$ cat config.mk
export PLATFORM = sky130hd
export DESIGN_NAME = serial_addsub
export DESIGN_NICKNAME = d
export VERILOG_FILES = /design/src/rtl/serial_addsub.sv
export SDC_FILE = /design/constraint.sdc
export NUM_CORES = 1
export LEC_CHECK = 0
export BUFFER_PORTS_ARGS = -buffer_cell sky130_fd_sc_hd__clkbuf_2
export CAP_MARGIN = 0
export CORE_ASPECT_RATIO = 0.75
export CORE_MARGIN = 2
export CORE_UTILIZATION = 59
export DETAILED_ROUTE_END_ITERATION = 7
export PLACE_DENSITY = 0.91
export SYNTH_ARGS = -nofsm -noshare
export SYNTH_HDL_FRONTEND = slang
export SYNTH_SLANG_ARGS = --single-unit
$ cat constraint.sdc
create_clock -name clk -period 3 [get_ports clk]
set_input_delay 0.3 -clock clk [delete_from_list [all_inputs] [get_ports clk]]
set_output_delay 0.3 -clock clk [all_outputs]
set_load 0.01 [all_outputs]
$ cat src/rtl/serial_addsub.sv
// Multi-cycle add/subtract unit: WIDTH-bit operands are processed DIGIT bits per
// clock, LSB first, through a single DIGIT-bit adder slice.
// Ports:
//   clk, rst_n      clock, synchronous active-low reset
//   start           request, accepted in IDLE or DONE
//   a, b, ci, sub   operands, carry/borrow-in, mode (sampled on accepted start)
//   busy            high while the operation is running
//   done            one-cycle pulse when sum/cout/ovf are updated
//   sum, cout, ovf  result, raw carry out of MSB, two's-complement overflow
module serial_addsub #(
   parameter int unsigned WIDTH = 8,
   parameter int unsigned DIGIT = 1
) (
   input  logic             clk,
   input  logic             rst_n,
   input  logic             start,
   input  logic [WIDTH-1:0] a,
   input  logic [WIDTH-1:0] b,
   input  logic             ci,
   input  logic             sub,
   output logic             busy,
   output logic             done,
   output logic [WIDTH-1:0] sum,
   output logic             cout,
   output logic             ovf
);

   localparam int unsigned CYCLES = WIDTH / DIGIT;
   localparam int unsigned CW     = $clog2(CYCLES) + 1;

   if (DIGIT == 0 || WIDTH < 2 || (WIDTH % DIGIT) != 0) begin : g_param_check
      $error("serial_addsub: WIDTH must be >= 2 and an integer multiple of DIGIT");
   end

   typedef enum logic [1:0] {
      S_IDLE,
      S_RUN,
      S_DONE
   } state_t;

   state_t           state;
   logic [WIDTH-1:0] a_q;
   logic [WIDTH-1:0] b_q;
   logic [WIDTH-1:0] res_q;
   logic             carry_q;
   logic [CW-1:0]    cnt_q;

   logic [DIGIT:0]   slice_c;
   logic             msb_cin_c;
   logic [WIDTH-1:0] res_next_c;
   logic             last_c;

   // One DIGIT-bit slice: {carry_out, sum_bits}
   assign slice_c = {1'b0, a_q[DIGIT-1:0]} + {1'b0, b_q[DIGIT-1:0]} + (DIGIT+1)'(carry_q);

   // Carry into the slice MSB, recovered from the MSB sum bit
   assign msb_cin_c = slice_c[DIGIT-1] ^ a_q[DIGIT-1] ^ b_q[DIGIT-1];

   // Slice result enters from the MSB side so the final word ends up LSB-aligned
   assign res_next_c = WIDTH'({slice_c[DIGIT-1:0], res_q} >> DIGIT);

   assign last_c = (cnt_q == CW'(CYCLES - 1));

   // Control FSM and datapath registers
   always_ff @(posedge clk) begin
      if (!rst_n) begin
         state   <= S_IDLE;
         busy    <= 1'b0;
         done    <= 1'b0;
         sum     <= '0;
         cout    <= 1'b0;
         ovf     <= 1'b0;
         a_q     <= '0;
         b_q     <= '0;
         res_q   <= '0;
         carry_q <= 1'b0;
         cnt_q   <= '0;
      end else begin
         done <= 1'b0;
         case (state)
            S_IDLE, S_DONE: begin
               if (start) begin
                  // Subtract as a + ~b + ~borrow
                  a_q     <= a;
                  b_q     <= sub ? ~b : b;
                  carry_q <= sub ? ~ci : ci;
                  res_q   <= '0;
                  cnt_q   <= '0;
                  busy    <= 1'b1;
                  state   <= S_RUN;
               end else begin
                  state <= S_IDLE;
               end
            end
            S_RUN: begin
               a_q     <= a_q >> DIGIT;
               b_q     <= b_q >> DIGIT;
               res_q   <= res_next_c;
               carry_q <= slice_c[DIGIT];
               cnt_q   <= cnt_q + CW'(1);
               if (last_c) begin
                  sum   <= res_next_c;
                  cout  <= slice_c[DIGIT];
                  ovf   <= slice_c[DIGIT] ^ msb_cin_c;
                  done  <= 1'b1;
                  busy  <= 1'b0;
                  state <= S_DONE;
               end
            end
            default: begin
               busy  <= 1'b0;
               state <= S_IDLE;
            end
         endcase
      end
   end

endmodule
Word-level counts from Yosys, hierarchy flattened
Index checks and enable logic that the tools add are counted.
{"block": "op_classes", "n_eq_ne": 5, "n_bitwise": 5, "add_sub_neg": 3, "reduce_logical": 7, "mux": 19}
{"cell": "8-bit one-hot mux with 2 select lines", "count": 3}
{"cell": "8-bit two-way mux", "count": 4}
{"cell": "8-bit inverter", "count": 1}
{"cell": "4-bit one-hot mux with 2 select lines", "count": 1}
{"cell": "2-bit AND reduction", "count": 4}
{"cell": "1-bit two-way mux", "count": 6}
{"cell": "4-bit by 1-bit adder with 4-bit output, second input constant", "count": 1}
{"cell": "4-bit by 3-bit equality test with 1-bit output, second input constant", "count": 1}
{"cell": "4-bit two-way mux", "count": 1}
{"cell": "2-bit inequality test, second input constant", "count": 2}
{"cell": "1-bit one-hot mux with 2 select lines", "count": 2}
{"cell": "2-bit one-hot mux with 2 select lines", "count": 1}
{"cell": "1-bit XOR", "count": 3}
{"cell": "1-bit by 1-bit adder with 2-bit output", "count": 1}
{"cell": "2-bit by 1-bit adder with 2-bit output", "count": 1}
{"cell": "2-bit by 1-bit equality test with 1-bit output, second input constant", "count": 1}
{"cell": "2-bit equality test, second input constant", "count": 1}
{"cell": "2-bit logical NOT", "count": 1}
{"cell": "2-bit two-way mux", "count": 1}
{"cell": "2-bit nonzero test", "count": 1}
{"cell": "2-bit OR reduction", "count": 1}
{"cell": "1-bit inverter", "count": 1}
{"block": "totals", "wordCells": 50, "inputBits": 21, "ff_bits": 43}

Depth between registers and ports, before layout
Gate-level depths: netlist of run 1.
{"block": "depth", "word_depth": 5, "mapped_depth": 6}

Worst setup path after synthesis of run 1
Ideal clock, no wire load.
{"block": "synth_path", "path_kind": "register -> register", "startpoint": "register a_q[0]", "endpoint": "register ovf", "stages_incl_launch_ff": 6, "t_required_ps": 2881, "arrival_ps": 1310, "slack_ps": 1570, "synth_period_minus_slack_ps": 1430, "n_path_buf": 0, "path_cell_list": "dfxtp_1 inv_1 fa_1 xnor2_1 xnor2_1 a21oi_1"}
{"block": "synth_via", "elab_chain_cells": 5}
{"element": "start: declaration", "line_no": "42", "rtl": "logic [WIDTH-1:0] a_q;"}
{"element": "start signal: assignment", "line_no": "96", "rtl": "a_q <= a_q >> DIGIT;"}
{"element": "1-bit by 1-bit adder with 2-bit output", "line_no": "54", "rtl": "assign slice_c = {1'b0, a_q[DIGIT-1:0]} + {1'b0, b_q[DIGIT-1:0]} + (DIGIT+1)'(carry_q);"}
{"element": "2-bit by 1-bit adder with 2-bit output", "line_no": "54"}
{"element": "1-bit XOR (2 in series)", "line_no": "57", "rtl": "assign msb_cin_c = slice_c[DIGIT-1] ^ a_q[DIGIT-1] ^ b_q[DIGIT-1];"}
{"element": "1-bit XOR *", "line_no": "104", "rtl": "ovf <= slice_c[DIGIT] ^ msb_cin_c;"}
{"element": "end signal: assignment", "line_no": "104"}
{"element": "end: declaration", "line_no": "25", "rtl": "output logic ovf"}
Mark *: on every way between the ends. The rest lies on a longest branch, timed or not.
A chain may end at the register's enable or synchronous reset.

Final worst setup path of run 1
{"block": "layout_path", "startpoint": "register b_q[0]", "endpoint": "register ovf"}
{"block": "layout_via", "elab_chain_cells": 5}
{"element": "start: declaration", "line_no": "43", "rtl": "logic [WIDTH-1:0] b_q;"}
{"element": "start signal: assignment", "line_no": "85", "rtl": "b_q <= sub ? ~b : b;"}
{"element": "start signal: assignment", "line_no": "97", "rtl": "b_q <= b_q >> DIGIT;"}
{"element": "1-bit by 1-bit adder with 2-bit output", "line_no": "54"}
{"element": "2-bit by 1-bit adder with 2-bit output", "line_no": "54"}
{"element": "1-bit XOR (2 in series)", "line_no": "57"}
{"element": "1-bit XOR *", "line_no": "104"}
Marked as above.

==> results of run 1 <==
[kinds of logic after synthesis]
kind of cell,after synthesis,synth area share
AO/OA/AOI/OAI,48,0.1900
XOR/XNOR,12,0.05661
adder cells (fa/ha/maj),2,0.01752
buffers and inverters,17,0.06333
flip-flops,42,0.4528
multiplexers,8,0.04313
AND/OR/NAND/NOR,55,0.1766
[final cells by class]
cell class	count	share of cell area
Tap cell	38	0.02291
Inverter	4	0.007233
Sequential cell	42	0.4051
Clock buffer	7	0.03677
Multi-Input combinational cell	125	0.4328
Timing Repair Buffer	33	0.08077
Clock inverter	1	0.01447
[sequential cells by signal, summed over array words and instances, names as in the netlist, 2 cells and up]
name,count
state,2
b_q,8
cnt_q,4
a_q,8
res_q,7
sum,8
[power breakdown]
group	total (uW)	internal, uW	leakage (uW)	switching, uW
combinational	131	58.1	0.000465	73.1
sequential	594	580	0.000342	13.9
clock	430	249	0.0000524	181
total	1150	886	0.000859	268
[cells in the final DEF, fill, tap and decap left out]
master,instances
nor2_8,1
nand3b_1,1
a21oi_1,4
o21ai_0,2
a221oi_1,1
dfxtp_1,42
and2b_2,1
o211a_1,2
nand3b_4,1
nand2b_2,1
clkbuf_1,2
nor2_4,1
bufinv_16,1
inv_1,4
nor2_1,6
xnor2_1,3
o21ai_2,1
nand4_1,1
xor2_1,9
nor2b_1,21
mux2i_1,8
and2b_1,1
a21boi_1,15
clkbuf_8,5
buf_4,1
and2_1,3
clkbuf_2,32
ha_1,1
fa_1,1
nand3_1,1
a22oi_1,23
nand2_1,16
[metal layers]
metal	global-route usage	wire length (um)
met5	0	0
met2	0.3349	1410
met1	0.2324	1510
met4	0.1046	63
met3	0.06882	144
[worst max-delay path: cells and delay by family, from the launching register on]
family | cells | cell delay, ps
xor gates and xnor gates | 2 | 350
buffers and inverters | 1 | 80
AOI/OAI and AO/OA | 1 | 90
adders and majority gates | 1 | 520
DFF | 1 | 390
[final timing paths]
check / startpoint / endpoint / slack (ps) / cells past startpoint
setup / recovery: b_q[0] / ovf / 1440 / 5
hold reg to reg: b_q[1] / b_q[1] / 460 / 2
setup reg to reg: b_q[0] / ovf / 1440 / 5
hold / removal: a[3] / a_q[3] / 280 / 3
[per-stage QoR]
stage | setup WS (ps) | total power [uW] | hold slack [ps] | utilization | instance area [um^2]
global route | 1309 | 1202 | 288.6 | 0.6971 | 2076
CTS | 1425 | 1164 | 277.1 | 0.6971 | 2076
detailed placement | 1442 | 737.2 | 448.2 | 0.6613 | 1969
global placement | 1506 | 733.8 | 444.3 | 0.6613 | 1969
floorplan | 1570 | 716.3 | 435.5 | - | 1857
finish | 1443 | 1155 | 279.4 | 0.6971 | 2076
==> run summary, run 1 <==
Summed over all cells, the static leakage comes to 0.0008593 uW. The tools report the nature of the critical path startpoint as a flop. Synthesis produced 184 cells. In this run, synthesis inferred 0 flip-flops with an integrated enable.

Library cell with the highest instance count after synthesis: dfxtp_1. Final period demand of the worst path: 1557 ps. The most numerous cell type found on the critical path is xnor2_1.

By count the netlist is led by dfxtp_1, a22oi_1, nor2b_1, nand2_1, a21boi_1. STA puts the critical path data arrival time at 1720 ps. The wire-length estimate of the detail-placed layout is 2100 um. The tools report the H-tree depth reported by CTS as 2. The dominant cell type by area after synthesis is dfxtp_1. Yosys printed 0 warnings.

Averaged over all synthesized cells, the footprint is 10.09 um^2. The signal on the critical path passes through inv_1 > fa_1 > xnor2_1 > xnor2_1 > a21oi_1. The multi-input combinational cells in the finished layout cover a total of 898.4 um^2. The maximum clock path buffer count was 2. In this run, post-CTS repair resized a total of 0 instances. For this block, the initial DRC count from the detailed router was 40.

The mean number of vias per cell was 5.316. Once detail routing completed, the nets flagged for antenna violations numbered 0. Based on the critical path, the design can be clocked at up to 642.3 MHz. The critical-path maximum fanout works out to 3. TritonCTS built the clock tree.

When the netlist entered floorplanning its net count stood at 207. First-pass GRT wire length: 5306 um. After detailed routing, the average wire length per cell comes to 12.51 um. Setup violations remaining at the end of the flow were counted as 0.

The run finished with clean final reports. For the worst setup path, the data required time is 3160 ps. The tools report the number of max-cap violations as 0.

The tools report the final clock skew as 4.966 ps. The tools report the number of library cell types mapped by synthesis as 33. The tools report the total standard cell area after synthesis as 1857 um^2. The layout has 232 filler cells. The peak supply drop came out at 0.3720 mV.

For this design the top-level I/O count stands at 33. Share of synthesized area occupied by flip-flops and latches: 0.4528. The floorplan step set the die width to 68.78 um. Counting tap cells, the placed design contains a total of 242 instances. The tools report the total clock sinks as 42.

The share of post-route cells with drive strength above 1 came out at 0.2123. Clock root buffer master: clkbuf_8. The tools report the count of antenna diodes in the layout as 0.

The number of slew-limit violations in the final report came out at 0. Adding up every negative setup slack in the final design gives 0 ps. For this run, the post-layout net count is 234. STA classifies the critical path endpoint as a flop. The combined global-route utilization of all metal layers was 0.2031. Among all stages on the critical path, the largest delay is contributed by fa_1. The CTS clock-pin slew for the worst setup and hold paths works out to 70 ps. For the starting density of the core, the log shows 0.6235. The number of hold violations in the final report is 0, and the clock latency at the later pin of the worst-skew pair is 300 ps. The area share of the leading cell type in the synthesized netlist works out to 0.4528. The number of synthesized register bits is 42.

The y dimension of the die was 52.59 um. Global routing finished with a remaining overflow of 0. The die covers 3617 um^2. The cts-stage hold buffer count was 0; the total area of sequential cells was 840.8 um^2. For the normalized max-slew margin, the log shows 0.5923. The area growth from synthesis to layout is 11.79%. For this block, the routed nets add up to 3128 um of wire. The logs give 1243 for the number of global-route vias before repair and 1329 for the total vias in the final route.

The power density of the placed cells came out at 556.3 nW/um^2. The actual transition at the worst max-transition pin came out at 611.5 ps. For the initial antenna violation count, the log shows 0. Setup repair after global routing left no endpoint under its margin.

The core region is 2978 um^2. Input and output buffers added on the ports amount to 32. Class of the most critical hold timing path: input port to flop. The largest single stage delay on the critical path is 520 ps. The async set-reset flop share out of synthesis was 0; the count of TritonRoute iterations in the first routing pass was 4. Among all flip-flop cells after synthesis, the most frequent one is dfxtp_1.

Once the clock tree was built, the setup fixing pass inserted 0 buffers. The setup path with the least slack is of type flop to flop. The non-filler instance count after layout was 250; the number of remaining DRC errors was 0.

The logs give 5 for the CTS buffer count and 43 for the maximum number of pins on one net before global-route repair. The final cycle utilization of the critical path is 0.5189, and the final RePlAce weighted congestion is 0.7142. In the post-synthesis netlist, the biggest area contributors are dfxtp_1, a22oi_1, nor2b_1. The floorplan has 17 rows.
Power figures use the tool's default switching activity.
==> run 2: changes to the inputs <==
- ABC_AREA: default -> 1
- CORE_UTILIZATION: 59 -> 55
- PLACE_DENSITY: 0.91 -> 0.86
- clock period: 3 -> 1.5 ns (I/O delays scaled with it)
==> run 2 against run 1 <==
Compared with the run above:
- the flow now finishes with violations (negative setup slack)
- clock skew grew 3.8 ps
- synthesized cell count grew 53%
- global-route usage grew 1.4 points
- largest cell class unchanged
==> run summary, run 2 <==
The hold-critical path endpoint is a_q[7]. The logs give 2 (unchanged) for the H-tree depth reported by CTS and 0.8318 (+16%) for the final RePlAce weighted congestion. The tools report the startpoint of the lowest-slack register-to-register path as a_q[0]. Leakage power total: 0.001153 uW (+34%). The logs give 0.7457 (+0.1534) for the normalized max-slew margin and 304 (+47%) for the number of nets produced by synthesis. The tools report the clock root buffer master as clkbuf_8. For the final clock skew, the log shows 8.804 ps (+3.839 ps). The area share of the leading cell type in the synthesized netlist was 0.4421 (-0.01072). In the final layout, the registers with the most flip-flops are a_q x8, b_q x8, sum x8. For the first-pass GRT wire length, the log shows 6555 um (+24%). The average routed wire per standard cell was 10.79 um (-14%); the basic-gate share of the synthesized area counting and, or, nand and nor cells was 0.3480 (+0.1715).

The critical path goes through inv_2 > fa_1 > inv_1 > nand2_1 > nand2_1 > nand2_1 > nand2_1 > nor2_1 > nor2_1. The largest stage delay on the critical path was 590 ps (+70 ps). After synthesis, the largest family of logic cells by area is simple AND/OR/NAND/NOR gates. The run gives 0 (unchanged) as the initial antenna violation count. nand2_1 is the most common cell in the netlist. The run gives 0 (unchanged) as the cts-stage hold buffer count. The worst setup path is launched from a flop. Leaving out fill and tap cells, the most frequent cell in the layout is nand2_1. The critical-path maximum fanout came out at 3 (unchanged). The run finished, with violations left.

By count the netlist is led by nand2_1, dfxtp_1, inv_1, a21oi_1, nand3_1. The final reports fail on negative setup slack. The number of buffers inserted by port buffering is 32 (unchanged), and the number of synthesized register bits is 42 (unchanged).

The share of post-route cells with drive strength above 1 works out to 0.1798 (-0.03245). The number of global-route vias before repair was 1569 (+26%); the CTS clock-pin slew for the worst setup and hold paths was 80 ps (about the same). For the maximum clock path buffer count, the log shows 2 (unchanged). The number of placement rows was 18 (+1).

The tools report the internal power consumption as 1805 uW (+100%). The peak supply drop is 0.7808 mV (+110%). The number of slew-limit violations in the final report is 0 (unchanged), and the area growth from synthesis to layout is 16.51%. Setup repair after global routing could not meet its margin everywhere. The run gives 1 (+1) as the number of setup violations in the final report. The run gives 103 (+160%) as the number of violations reported at the end of detailed-routing iteration 0. The power density of the placed cells came out at 1077 nW/um^2 (+94%). The most used flip-flop cell after synthesis was dfxtp_1.

The tools report the total clock sinks as 42 (unchanged). The critical path is of the flop to flop type. The xor and xnor fraction of the mapped netlist area was 0.004605 (-0.05200).

Class of the most critical hold timing path: input port to flop. The logs give 3851 um (+23%) for the total length of routed wires and 1753 (+32%) for the total vias in the final route. The count of antenna diodes in the layout was 0 (unchanged); the post-synthesis instance total was 281 (+53%).

The average size of a mapped cell came out at 6.768 um^2 (-33%). The critical path data required time was 1700 ps (-1460 ps); the number of cells on the worst reg-to-reg path was 9 (+4). The final critical-path setup slack is -42.72 ps (-1486 ps). The fraction of synthesized area in multiplexers is 0 (-0.04313). Final cycle utilization of the critical path: 1.028 (+0.5095).

The placed wire-length estimate is 2636 um (+26%). The post-route total power is 2386 uW (+110%). Final sum of negative setup slack: -42.72 ps (-42.72 ps). The worst slack on hold paths is 89.54 ps (-189.9 ps). The number of top-level pins was 33 (unchanged).

The y dimension of the die is 54.93 um (+4.4%). The worst setup path is captured at a flop. The clock power share is 0.376 (+0.004), and the floorplan core area is 3288 um^2 (+10%).

Most prevalent standard cell on the critical path: nand2_1. The run gives 1740 ps (+20 ps) as the arrival time at the worst endpoint. The horizontal die dimension came out at 71.90 um (+4.5%). CTS buffer count: 5 (unchanged). The tools report the register-to-register setup slack as -40 ps (-1490 ps). The die outline area came out at 3949 um^2 (+9.2%). After synthesis, the cell types taking the most area are dfxtp_1, nand2_1, a21oi_1.

The starting density of the core was 0.5784 (-0.04514). Warning count from the yosys run: 0 (unchanged). For the number of library cell types mapped by synthesis, the log shows 20 (-39%). TritonCTS built the clock tree. The startpoint identified for the worst hold timing path is a[7]. The share of synthesized area occupied by flip-flops and latches is 0.4421 (-0.01072), and the switching portion of total power is 0.2433 (+0.01098). The run gives 340 (+45%) as the final-stage net count.

The async set-reset flop share out of synthesis was 0 (unchanged). The logs give 580.5 uW (+120%) for the power spent charging and discharging nets and 0 (unchanged) for the final global-route overflow total. Count of TritonRoute iterations in the first routing pass: 4 (unchanged). The library cells used most frequently in the layout, excluding fill and tap cells, are nand2_1, dfxtp_1, clkbuf_2. Mean number of vias per cell: 4.910 (-7.6%).

The number of cells on the worst hold path was 3 (unchanged); the arithmetic-cell share of the synthesized area counting full adders, half adders and majority gates was 0.01711 (-0.0004150). Cell with the largest stage delay on the worst path: fa_1. The number of remaining DRC errors is 0 (unchanged). Actual transition at the worst max-transition pin: 381.5 ps (-230.1 ps).

The tools report the maximum frequency from static timing analysis as 648.2 MHz (+0.91%). dfxtp_1 takes more of the synthesized area than any other cell. The logs give 0.2167 (+0.01360) for the combined global-route utilization of all metal layers and 0.127 (+0.013) for the proportion of power drawn by combinational gates. Share of the core filled with cells in the final layout: 0.6739 (-0.02316).

The maximum number of pins on one net before global-route repair is 25 (-42%), and the number of hold violations in the final report is 0 (unchanged). The number of max-cap violations is 0 (unchanged), and the complex-gate fraction of the synthesized area is 0.08947 (-0.1006). The final period demand of the worst path was 1543 ps (-14.09 ps); the count of flip-flops with a built-in enable after synthesis was 0 (unchanged). The clock latency at the later pin of the worst-skew pair is 300 ps (about the same). The post-route antenna net violation count was 0 (unchanged).

The total standard cell area after synthesis is 1902 um^2 (+2.4%), and the part of the power in registers is 0.496 (-0.018). Destination of the worst register-to-register timing path: ovf.
## run 2: cell count changes after synthesis, sizes merged, moves of 15 or more
| cell | previous run | this run |
|---|---|---|
| inv | 4 | 31 |
| nand3 | 1 | 20 |
| a22oi | 23 | 0 |
| a21oi | 4 | 28 |
| a21boi | 15 | 0 |
| nor2b | 21 | 0 |
| nand2 | 16 | 122 |
## run 2: through the flow
step           setup slack (ps)  instances  area, um^2
3_5_place_dp             -47.72        348        2086
2_1_floorplan             87.57        281        1902
6_report                 -42.72        357        2216
5_1_grt                  -114.3        357        2216
4_1_cts                   5.800        355        2200
3_3_place_gp              42.37        348        2086
## run 2: power groups by stage
| stage | clock network, uW | registers, uW | logic, uW |
|---|---|---|---|
| global route | 946 | 1190 | 350 |
| CTS | 905 | 1180 | 293 |
| detailed placement | 0 | 1210 | 290 |
| floorplan | 0 | 1200 | 217 |
| finish | 898 | 1180 | 303 |
| global placement | 0 | 1210 | 280 |
## run 2: critical path: cells and delay by family (launching register included)
kind                     cells  cell delay [ps]
AND/OR/NAND/NOR              6              390
buffers and inverters        2              130
flip-flops                   1              350
adder cells (fa/ha/maj)      1              590
## run 2: metal layers
| layer | share of wire | routed length, um | vias up | track usage |
|---|---|---|---|---|
| met5 | 0 | 0 | - | 0 |
| met4 | 0.011 | 42 | 0 | 0.09434 |
| met3 | 0.067 | 258 | 6 | 0.05797 |
| met2 | 0.44 | 1709 | 49 | 0.3765 |
| met1 | 0.48 | 1841 | 765 | 0.2601 |
| li1 | - | - | 933 | - |
## run 2: final cells by class
class	count	area, um^2
clock buffer	6	82.58
multi-input combinational	197	873.3
fill	289	1072
timing repair buffer	40	220.2
inverter	31	116.4
clock inverter	1	30.03
sequential	42	843.3
tap	40	50.05
## run 2: cell families (layout without fill, tap and decap cells)
logic type               count (synthesis)  after routing
XOR/XNOR                                 1              1
AO/OA/AOI/OAI                           34             34
buffers and inverters                   42             78
AND/OR/NAND/NOR                        160            160
flip-flops                              42             42
adder cells (fa/ha/maj)                  2              2
## run 2: worst max path at each step
| stage | start | to | slack (ps) | cells past startpoint |
|---|---|---|---|---|
| after floorplan | a_q[0] | ovf | 90 | 9 |
| final | a_q[0] | ovf | -40 | 9 |
| after detailed placement | a_q[0] | ovf | -50 | 9 |
| after global placement | a_q[0] | ovf | 40 | 9 |
| after global routing | a_q[0] | ovf | -110 | 9 |
| after CTS | carry_q | ovf | 6 | 9 |
## run 2: repair_timing
action                     CTS  global route
setup endpoints to repair    1             1
pin swaps                    1             1
setup buffers                0             2
resized for setup            1             2
